$ cat config.mk
export PLATFORM = sky130hd
export DESIGN_NAME = demux_212_buf
export DESIGN_NICKNAME = d
export VERILOG_FILES = /design/src/rtl/demux_212_buf.sv
export SDC_FILE = /design/constraint.sdc
export NUM_CORES = 1
export LEC_CHECK = 0
export CORE_MARGIN = 1
export CORE_UTILIZATION = 40
export CTS_CLUSTER_SIZE = 10
export DETAILED_ROUTE_END_ITERATION = 10
export PLACE_DENSITY = 0.66
export SLEW_MARGIN = 20
export SYNTH_ARGS = -nofsm -noshare
export SYNTH_HDL_FRONTEND = slang
export SYNTH_SLANG_ARGS = --single-unit
$ cat constraint.sdc
create_clock -name clk -period 2.2 [get_ports clk]
set_input_delay 0.55 -clock clk [delete_from_list [all_inputs] [get_ports clk]]
set_output_delay 0.55 -clock clk [all_outputs]
set_load 0.01 [all_outputs]
$ cat src/rtl/demux_212_buf.sv
// Buffered 1:2 demultiplexer: one producer is steered by sel to two independent
// FIFOs (zero/one), each with its own valid/ready handshake and occupancy count.

module demux_212_buf_fifo #(
    parameter int W     = 12,
    parameter int DEPTH = 2
) (
    input  logic                     clk,
    input  logic                     rst_n,
    input  logic [W-1:0]             wr_data,
    input  logic                     push,
    input  logic                     pop_req,
    output logic [W-1:0]             rd_data,
    output logic                     valid,
    output logic                     full,
    output logic [$clog2(DEPTH):0]   cnt
);

    localparam int AW = $clog2(DEPTH);
    localparam logic [AW:0] FULL_CNT = (AW+1)'(DEPTH);
    localparam logic [AW:0] CNT_ONE  = (AW+1)'(1);
    localparam logic [AW-1:0] PTR_ONE = AW'(1);

    logic [W-1:0]  mem [DEPTH];
    logic [AW-1:0] wr_ptr;
    logic [AW-1:0] rd_ptr;
    logic [AW:0]   cnt_q;
    logic          wr_en;
    logic          rd_en;

    assign valid = (cnt_q != '0);
    assign full  = (cnt_q == FULL_CNT);

    // Full is judged on the registered count only, so a same-cycle pop never frees a slot.
    assign wr_en = push & ~full;
    assign rd_en = pop_req & valid;

    // Storage holds data only; emptiness is tracked by the count, so no reset is needed here.
    always_ff @(posedge clk) begin
        if (wr_en) begin
            mem[wr_ptr] <= wr_data;
        end
    end

    always_ff @(posedge clk or negedge rst_n) begin
        if (!rst_n) begin
            wr_ptr <= '0;
            rd_ptr <= '0;
            cnt_q  <= '0;
        end else begin
            if (wr_en) begin
                wr_ptr <= wr_ptr + PTR_ONE;
            end
            if (rd_en) begin
                rd_ptr <= rd_ptr + PTR_ONE;
            end
            case ({wr_en, rd_en})
                2'b10:   cnt_q <= cnt_q + CNT_ONE;
                2'b01:   cnt_q <= cnt_q - CNT_ONE;
                default: cnt_q <= cnt_q;
            endcase
        end
    end

    // Empty FIFOs present zero rather than stale or uninitialised storage.
    assign rd_data = valid ? mem[rd_ptr] : '0;
    assign cnt     = cnt_q;

endmodule

module demux_212_buf #(
    parameter int W     = 12,
    parameter int DEPTH = 2
) (
    input  logic                     clk,
    input  logic                     rst_n,
    input  logic [W-1:0]             in,
    input  logic                     in_valid,
    input  logic                     sel,
    output logic                     in_ready,
    output logic [W-1:0]             zero,
    output logic                     zero_valid,
    input  logic                     zero_ready,
    output logic [$clog2(DEPTH):0]   zero_cnt,
    output logic [W-1:0]             one,
    output logic                     one_valid,
    input  logic                     one_ready,
    output logic [$clog2(DEPTH):0]   one_cnt
);

    logic zero_full;
    logic one_full;
    logic push_zero;
    logic push_one;

    // Readiness depends only on the selected FIFO's registered fullness, never on consumer ready.
    assign in_ready  = sel ? ~one_full : ~zero_full;
    assign push_zero = in_valid & in_ready & ~sel;
    assign push_one  = in_valid & in_ready &  sel;

    demux_212_buf_fifo #(
        .W     (W),
        .DEPTH (DEPTH)
    ) u_fifo_zero (
        .clk     (clk),
        .rst_n   (rst_n),
        .wr_data (in),
        .push    (push_zero),
        .pop_req (zero_ready),
        .rd_data (zero),
        .valid   (zero_valid),
        .full    (zero_full),
        .cnt     (zero_cnt)
    );

    demux_212_buf_fifo #(
        .W     (W),
        .DEPTH (DEPTH)
    ) u_fifo_one (
        .clk     (clk),
        .rst_n   (rst_n),
        .wr_data (in),
        .push    (push_one),
        .pop_req (one_ready),
        .rd_data (one),
        .valid   (one_valid),
        .full    (one_full),
        .cnt     (one_cnt)
    );

endmodule

=== After elaboration in Yosys (flattened, before gate mapping) ===
Memories as Yosys holds them, arrays and structs flattened.
Cells that the tools add are included.

* $add $sub $neg: 8
* Multipliers: 0
* Div/mod/pow operators: 0
* Magnitude comparators: 0
* Equal/unequal tests: 6
* Shift operators: 0
* Multiplexer cells: 9
* Bitwise gates (word level): 10
* Reductions and logical operators: 4

{| class="wikitable"
|+ Operators by type and width
! cell !! count
|-
| 12-bit 2-to-1 mux || 2
|-
| 2-bit equality test, second input constant || 4
|-
| 2-bit case mux with 2 select lines || 2
|-
| 2-bit nonzero test || 4
|-
| 1-bit bitwise AND || 7
|-
| 1-bit 2-to-1 mux || 5
|-
| 1-bit adder, second input constant || 4
|-
| 2-bit by 1-bit adder with 2-bit output, second input constant || 2
|-
| 2-bit by 1-bit equality test with 1-bit output, second input constant || 2
|-
| 2-bit by 1-bit subtractor with 2-bit output, second input constant || 2
|-
| 1-bit inverter || 3
|}

* Register bits: 8
* Bits in latches: 0
* RAM bits: 48
* Memory bits (read-only): 0
* Input port bits: 18
* Output and inout bits: 31
* Word-level logic and storage cells: 45
* Memories kept: 2

{| class="wikitable"
|+ Memory list
! memory !! words !! width !! rd ports !! clocked after memory_dff !! write ports !! RTL line !! source
|-
| u_fifo_one.mem || 2 || 12 || 1 || 0 || 1 || 24 || <nowiki>logic [W-1:0] mem [DEPTH];</nowiki>
|-
| u_fifo_zero.mem || 2 || 12 || 1 || 0 || 1 || 24 ||
|}

=== Logic depth before layout (Yosys ltp) ===
Gate-level depths: netlist of run 1.

* Depth in word-level cells: 8
* Gate-level depth with buffers: 6
* Gate-level depth less buffers: 6

=== Modules after synthesis ===
From an unflattened synthesis of run 1, not the netlist that was laid out.

* Cell total of the unflattened synthesis: 143
* Area, all modules: 2250.9 um^2

{| class="wikitable"
|+ Modules (own cells, without submodules)
! module !! times used !! cells an instance !! area each (um^2) !! seq. area each (um^2)
|-
| demux_212_buf_fifo (u_fifo_one) || 1 || 70 || 1114.8 || 820.8
|-
| demux_212_buf_fifo (u_fifo_zero) || 1 || 70 || 1109.8 || 820.8
|-
| demux_212_buf || 1 || 3 || 26.3 || 0.0
|}

=== Worst setup path before layout of run 1 ===
OpenSTA, ideal clock, no wires.

* Kind: input port to flip-flop
* Start point: in sel
* End point: mem u_fifo_zero.mem[1][0] (enable)
* Library setup time: 0.380 ns
* Arrival: 1.335 ns
* Data required time: 1.820 ns
* Slack: 0.485 ns
* Stages on the path: 2
* Path buffers: 0
* Cells stage by stage: nand3b_2 > nor2_1

* Longest elaborated chain between the ends: 6
* Elaborated cells on any way between the ends: 7
* Classes of those cells: mux: 3; bitwise: 4

{| class="wikitable"
|+ RTL lines
! what !! RTL line !! source
|-
| from (decl) || 79 || <nowiki>input logic sel,</nowiki>
|-
| 1-bit 2-to-1 mux || 97 || <nowiki>assign in_ready = sel ? ~one_full : ~zero_full;</nowiki>
|-
| 1-bit bitwise AND || 98 || <nowiki>assign push_zero = in_valid & in_ready & ~sel;</nowiki>
|-
| 1-bit bitwise AND (*) || 98 ||
|-
| 1-bit bitwise AND (*) || 35 || <nowiki>assign wr_en = push & ~full;</nowiki>
|-
| 1-bit 2-to-1 mux (*) || 40 || <nowiki>if (wr_en) begin</nowiki>
|-
| 1-bit 2-to-1 mux (implied by the code) (*) || 41 || <nowiki>mem[wr_ptr] <= wr_data;</nowiki>
|-
| to (decl) || 24 ||
|}

Every way passes the cells marked *; elsewhere a longest branch is shown, timed or not.

=== Worst setup path in the final report of run 1 ===
* Start point: in sel
* End point: out in_ready

* Longest elaborated chain between the ends: 1

{| class="wikitable"
|+ RTL lines
! what !! RTL line !! source
|-
| 1-bit 2-to-1 mux || 97 ||
|-
| to (decl) || 80 || <nowiki>output logic in_ready,</nowiki>
|}

Every way passes these cells.

==> flow_metrics.py, run 1 <==
metrics = {
    "run_status": {
        "run_status": "complete, no violations",
    },
    "floorplanning": {
        "core_um2": 5240,
        "ios": 49,
        "die_area_um2": 5900,
        "die_height_um": 76.8,
        "initial_utilization_pct": 42.8,
        "die_w_um": 76.8,
        "rows": 26,
    },
    "clocking": {
        "cts_sinks": 56,
        "clk_latency_ns": 0.30,
        "hold_buffers": 0,
        "cts_buffers": 5,
        "cts_tree": "done",
        "clockRootBuffer": "clkbuf_8",
        "clk_path_buf_depth": 2,
        "htreeDepth": 2,
        "clkTransAtPathRegs_ns": 0.09,
    },
    "worst_setup_path": {
        "r2r_slack_ns": 0.56,
        "crit_fanout": 2,
        "path_class": "in -> out",
        "end_kind": "primary output",
        "r2r_cells": 6,
        "cp-start-kind": "input pin",
        "required_ns": 1.65,
        "timing.rr.end": "u_fifo_one.cnt[1]$_DFFE_PN0P_",
        "reg2reg_from": "u_fifo_one.cnt[0]$_DFFE_PN0P_",
        "arrival_ns": 1.59,
    },
    "timing": {
        "finClkSkew_ns": 0.00614,
        "holdWs_ns": 0.507,
        "slew_headroom_pct": 75.3,
        "period_needed_ns": 2.14,
        "fin_crit_sh_pct": 97.2,
        "fmax_ghz": 0.468,
        "worstMarginPinSlew_ns": 0.370,
        "rsz0062_at_grt": "no",
        "hold_viol": 0,
        "finalSetupViolCount": 0,
        "finalMaxSlewViolations": 0,
        "timing.final.ws_setup_ns": 0.0619,
    },
    "placed_design": {
        "place_ws_ns": -0.191,
        "dp.cells": 264,
        "gp_congestion": 0.759,
        "port_buffers": 48,
        "hpwl_mm": 2.91,
    },
    "cells_and_area": {
        "final_layout_size_suffix_gt1_share_pct": 15.3,
        "syn_to_final_growth_pct": 34.8,
        "multiInputGateArea_um2": 538,
        "final.fill_count": 444,
        "finalNonFillerCells": 279,
        "ff_latch_area_um2": 1640,
        "nNetsFinal": 228,
        "antenna_cells": 0,
    },
    "drt": {
        "wl_per_cell_um": 15.9,
        "viasPerCell": 4.66,
        "via_count": 1299,
        "detail-route-antenna-nets": 0,
        "drtPass1Iterations": 4,
        "drt_wl_total_mm": 4.44,
        "drc": 0,
        "first_iter_violations": 62,
    },
    "run": {
        "max_cap_violations": 0,
    },
    "power": {
        "sw_frac_of_total_pct": 32.6,
        "power_frac_seq_pct": 37.8,
        "pwr-share-clk_pct": 16.8,
        "internal_power_w": 0.00258,
        "leakagePower_nw": 1.32,
        "comb_power_share_pct": 45.4,
        "p_per_area_nw_per_um2": 1270,
        "irDropWorstVdd_v": 0.000670,
        "power.switching_w": 0.00125,
    },
    "global_routing": {
        "grt_util_all_layers_pct": 15.7,
        "grt_max_degree": 17,
        "antenna_found_initial": 0,
        "grt_pass1_wl_mm": 6.92,
        "grt_pass1_vias": 1340,
        "gr-total-overflow": 0,
    },
    "synth": {
        "syn_area_um2": 2240,
        "seq_area_frac_synth_pct": 73.3,
        "synth_top_flop_cell": "edfxtp_1",
        "syn_inst": 141,
        "synth_warnings": 0,
        "synth.most_common_cell": "edfxtp_1",
        "synth_common_cells": "edfxtp_1 (48), nor2_1 (32), mux2i_1 (24)",
        "async_flop_share_pct": 14.3,
        "synth_nets": 161,
        "ys_types": 16,
        "yosysTopAreaCell": "edfxtp_1",
        "synth_top_area_share_pct": 64.4,
        "synth_edf_count": 48,
        "ys_top_cells_by_area": "edfxtp_1 (64%), mux2i_1 (11%), dfrtp_1 (8.9%)",
        "syn_avg_cell_area_um2": 15.9,
        "ys_seq_elements": 56,
    },
    "worst_hold_path": {
        "hold_depth": 1,
        "hp-class": "reg -> reg",
        "min_to": "u_fifo_zero.wr_ptr$_DFFE_PN0P_",
        "worst_hold_startpoint": "u_fifo_zero.wr_ptr$_DFFE_PN0P_",
    },
}
cell usage in the layout, fill, tap and decap left out, types with 2 or more instances in the layout:
cell	count
clkdlybuf4s50_1	23
dlygate4sd2_1	13
edfxtp_1	48
buf_4	16
inv_1	4
xor2_1	4
clkbuf_8	5
xnor2_1	6
dlymetal6s2s_1	11
nor2_1	31
ha_1	2
nand2b_1	2
dfrtp_1	7
nor2b_2	2
mux2i_1	24
how the worst max path moves through the flow:
stage,start,to,cells after the start
2_1_floorplan,sel,u_fifo_zero.mem[1][0]$_DFFE_PP_,2
3_5_place_dp,sel,in_ready,3
5_1_grt,u_fifo_one.cnt[0]$_DFFE_PN0P_,one_valid,4
6_report,sel,in_ready,3
4_1_cts,u_fifo_one.cnt[0]$_DFFE_PN0P_,one[8],4
3_3_place_gp,sel,in_ready,3
final cells by class:
| cell class | count | share of cell area (%) |
|---|---|---|
| sequential | 56 | 54.4 |
| timing repair buffer | 66 | 20.8 |
| multi-input combinational | 75 | 17.8 |
| tap | 70 | 2.90 |
| clock buffer | 6 | 2.40 |
| clock inverter | 2 | 1.16 |
| inverter | 4 | 0.497 |
power groups by stage:
stage	clock (W)	combinational, W	sequential (W)
final	0.000641	0.00174	0.00145
after global routing	0.000693	0.00188	0.00147
after CTS	0.000653	0.00173	0.00144
after detailed placement	0	0.00174	0.00149
after global placement	0	0.00171	0.00147
after floorplan	0	0.000894	0.00148
logic make-up (layout without fill, tap and decap cells):
| kind of cell | Yosys count | count (layout) | synth area share [%] |
|---|---|---|---|
| adders and majority gates | 2 | 2 | 1.12 |
| DFF | 56 | 56 | 73.3 |
| buffers and inverters | 10 | 78 | 2.79 |
| muxes | 25 | 25 | 11.2 |
| and+or+nand+nor | 38 | 38 | 7.65 |
| xor gates and xnor gates | 10 | 10 | 3.91 |
sequential cells by signal, summed over array words and instances, names as in the netlist:
signal / cells
u_fifo_one.wr_ptr: 1
u_fifo_one.mem: 24
u_fifo_one.cnt: 2
u_fifo_zero.cnt: 2
u_fifo_one.rd_ptr: 1
u_fifo_zero.mem: 24
u_fifo_zero.wr_ptr: 1
u_fifo_zero.rd_ptr: 1
critical path: stages:
cell and delay, ns:
clkdlybuf4s50_1 0.48, mux2_2 0.33, clkdlybuf4s15_1 0.23
timing repair:
item	CTS	global route
endpoints found under the setup margin	26	13
resized for setup	16	13
gates cloned	0	1
buffers inserted	3	3
per-layer routing:
layer | up-vias | track usage (%) | wire [um]
met4 | 0 | 4.62 | 26
met3 | 2 | 3.45 | 190
li1 | 633 | - | -
met2 | 36 | 26.0 | 2290
met5 | - | 0 | 0
met1 | 628 | 20.7 | 1940
stage by stage:
| step | TNS (ns) | cell area (um^2) | total power, W | util [%] |
|---|---|---|---|---|
| global route | 0 | 3020 | 0.00404 | 57.6 |
| global placement | -0.181 | 2840 | 0.00319 | 54.3 |
| CTS | 0 | 2960 | 0.00382 | 56.5 |
| finish | 0 | 3020 | 0.00383 | 57.6 |
| detailed placement | -0.191 | 2840 | 0.00322 | 54.3 |
| floorplan | 0 | 2240 | 0.00237 | - |
Power figures use the tool's default switching activity.
==> run 2, diff against run 1 <==
- MAX_ROUTING_LAYER: unset -> met4
- SETUP_SLACK_MARGIN: unset -> 0.15
==> flow_metrics.py, run 2 (synthesis results as in run 1) <==
metrics = {
    "floorplanning": {
        "die_height_um": 76.8,
        "die_area_um2": 5900,
        "initial_utilization_pct": 42.8,
        "rows": 26,
        "core_um2": 5240,
        "die_w_um": 76.8,
        "ios": 49,
    },
    "run": {
        "max_cap_violations": 0,
    },
    "timing": {
        "fmax_ghz": 0.507,
        "finClkSkew_ns": 0.00441,
        "finalMaxSlewViolations": 0,
        "fin_crit_sh_pct": 89.6,
        "holdWs_ns": 0.509,
        "finalSetupViolCount": 0,
        "slew_headroom_pct": 75.4,
        "period_needed_ns": 1.97,
        "worstMarginPinSlew_ns": 0.367,
        "hold_viol": 0,
        "rsz0062_at_grt": "no",
    },
    "drt": {
        "first_iter_violations": 50,
        "wl_per_cell_um": 16.1,
        "drt_wl_total_mm": 4.49,
        "drtPass1Iterations": 4,
        "via_count": 1307,
        "drc": 0,
        "viasPerCell": 4.68,
        "detail-route-antenna-nets": 0,
    },
    "worst_setup_path": {
        "arrival_ns": 1.42,
        "path_cells": "nor2_4, clkbuf_4, nor2_1, dlygate4sd2_1",
        "required_ns": 1.65,
        "path_class": "reg -> out",
        "cp-start-kind": "flip-flop",
        "path_buf_inv": 2,
        "path_delay_family": "buffers and inverters",
        "critical_path.max_stage_delay_ns": 0.43,
        "end_kind": "primary output",
        "crit_slowest_cell": "dfrtp_1",
        "crit_fanout": 7,
    },
    "placed_design": {
        "hpwl_mm": 2.91,
        "post_dp_cell_area_um2": 2840,
        "dp.cells": 264,
        "port_buffers": 48,
        "gp_congestion": 0.769,
    },
    "cells_and_area": {
        "syn_to_final_growth_pct": 34.7,
        "final_layout_size_suffix_gt1_share_pct": 16.7,
        "stdcell_area_um2": 3020,
        "final_cell_mix": "edfxtp_1 (48), nor2_1 (30), mux2i_1 (23), dlygate4sd2_1 (23), clkdlybuf4s50_1 (20)",
        "nNetsFinal": 228,
        "antenna_cells": 0,
        "layout_commonest_cell": "edfxtp_1",
        "reg_top3": "u_fifo_one.mem x24, u_fifo_zero.mem x24",
        "final_core_util_pct": 57.6,
        "finalNonFillerCells": 279,
    },
    "clocking": {
        "cts_tree": "done",
        "clk_latency_ns": 0.29,
        "htreeDepth": 2,
        "cts_sinks": 56,
        "clockRootBuffer": "clkbuf_8",
        "clkTransAtPathRegs_ns": 0.09,
        "clk_path_buf_depth": 2,
        "cts_buffers": 5,
    },
    "run_status": {
        "run_status": "complete, no violations",
    },
    "global_routing": {
        "grt_pass1_wl_mm": 7.17,
        "grt_max_degree": 17,
        "antenna_found_initial": 0,
        "grt_util_all_layers_pct": 16.9,
        "grt_pass1_vias": 1372,
        "gr-total-overflow": 0,
    },
    "power": {
        "leakagePower_nw": 1.25,
        "irDropWorstVdd_v": 0.000646,
        "finalPower_w": 0.00385,
        "p_per_area_nw_per_um2": 1280,
    },
    "worst_hold_path": {
        "hp-class": "reg -> reg",
    },
}
## run 2: final cells by class
cell class,instances,area (um^2)
clock buffer,6,72.6
clock inverter,2,35.0
fill,442,2220
inverter,4,15.0
multi-input combinational,75,549
sequential,56,1640
tap,70,87.6
timing repair buffer,66,616
## run 2: path summary, 6_finish.rpt
check / from / end / slack [ns] / cells after the start
max reg2reg: u_fifo_one.cnt[1]$_DFFE_PN0P_ / u_fifo_one.cnt[1]$_DFFE_PN0P_ / 0.63 / 7
min: u_fifo_zero.wr_ptr$_DFFE_PN0P_ / u_fifo_zero.wr_ptr$_DFFE_PN0P_ / 0.51 / 1
max: u_fifo_one.cnt[1]$_DFFE_PN0P_ / one[9] / 0.23 / 4
min reg2reg: u_fifo_zero.wr_ptr$_DFFE_PN0P_ / u_fifo_zero.wr_ptr$_DFFE_PN0P_ / 0.51 / 1
min in group asynchronous: rst_n / u_fifo_zero.rd_ptr$_DFFE_PN0P_ / 0.53 / 1
max in group asynchronous: rst_n / u_fifo_one.cnt[0]$_DFFE_PN0P_ / 1.39 / 1
## run 2: layer usage
layer	share of wire [%]	up-vias	global-route usage (%)
met1	44	639	21.0
met2	52	36	28.1
met3	3.4	2	3.10
met5	0	-	-
met4	0.49	0	4.81
li1	-	630	-
## run 2: per-stage QoR
stage          setup WS, ns  TNS [ns]
2_1_floorplan         0.485         0
3_3_place_gp         -0.181    -0.181
3_5_place_dp         -0.191    -0.191
4_1_cts             0.00620         0
5_1_grt               0.153         0
6_report              0.228         0
## run 2: repair_timing
action,in CTS,in global routing
hold buffers,0,0
setup endpoints to repair,27,13
resized for setup,29,11
gates cloned,1,0
setup buffers,6,0
## run 2: where the power goes
| part | switching [W] | internal, W | leakage [nW] |
|---|---|---|---|
| Clock | 0.000303 | 0.000338 | 0.0552 |
| Sequential | 0.0000965 | 0.00136 | 0.531 |
| Combinational | 0.000873 | 0.000879 | 0.663 |
| Total | 0.00127 | 0.00258 | 1.25 |
==> run 3, diff against run 2 <==
- SLEW_MARGIN: 20 -> 40
==> results of run 3 <==
The final DEF is identical to that of run 2; final timing and power are the same.
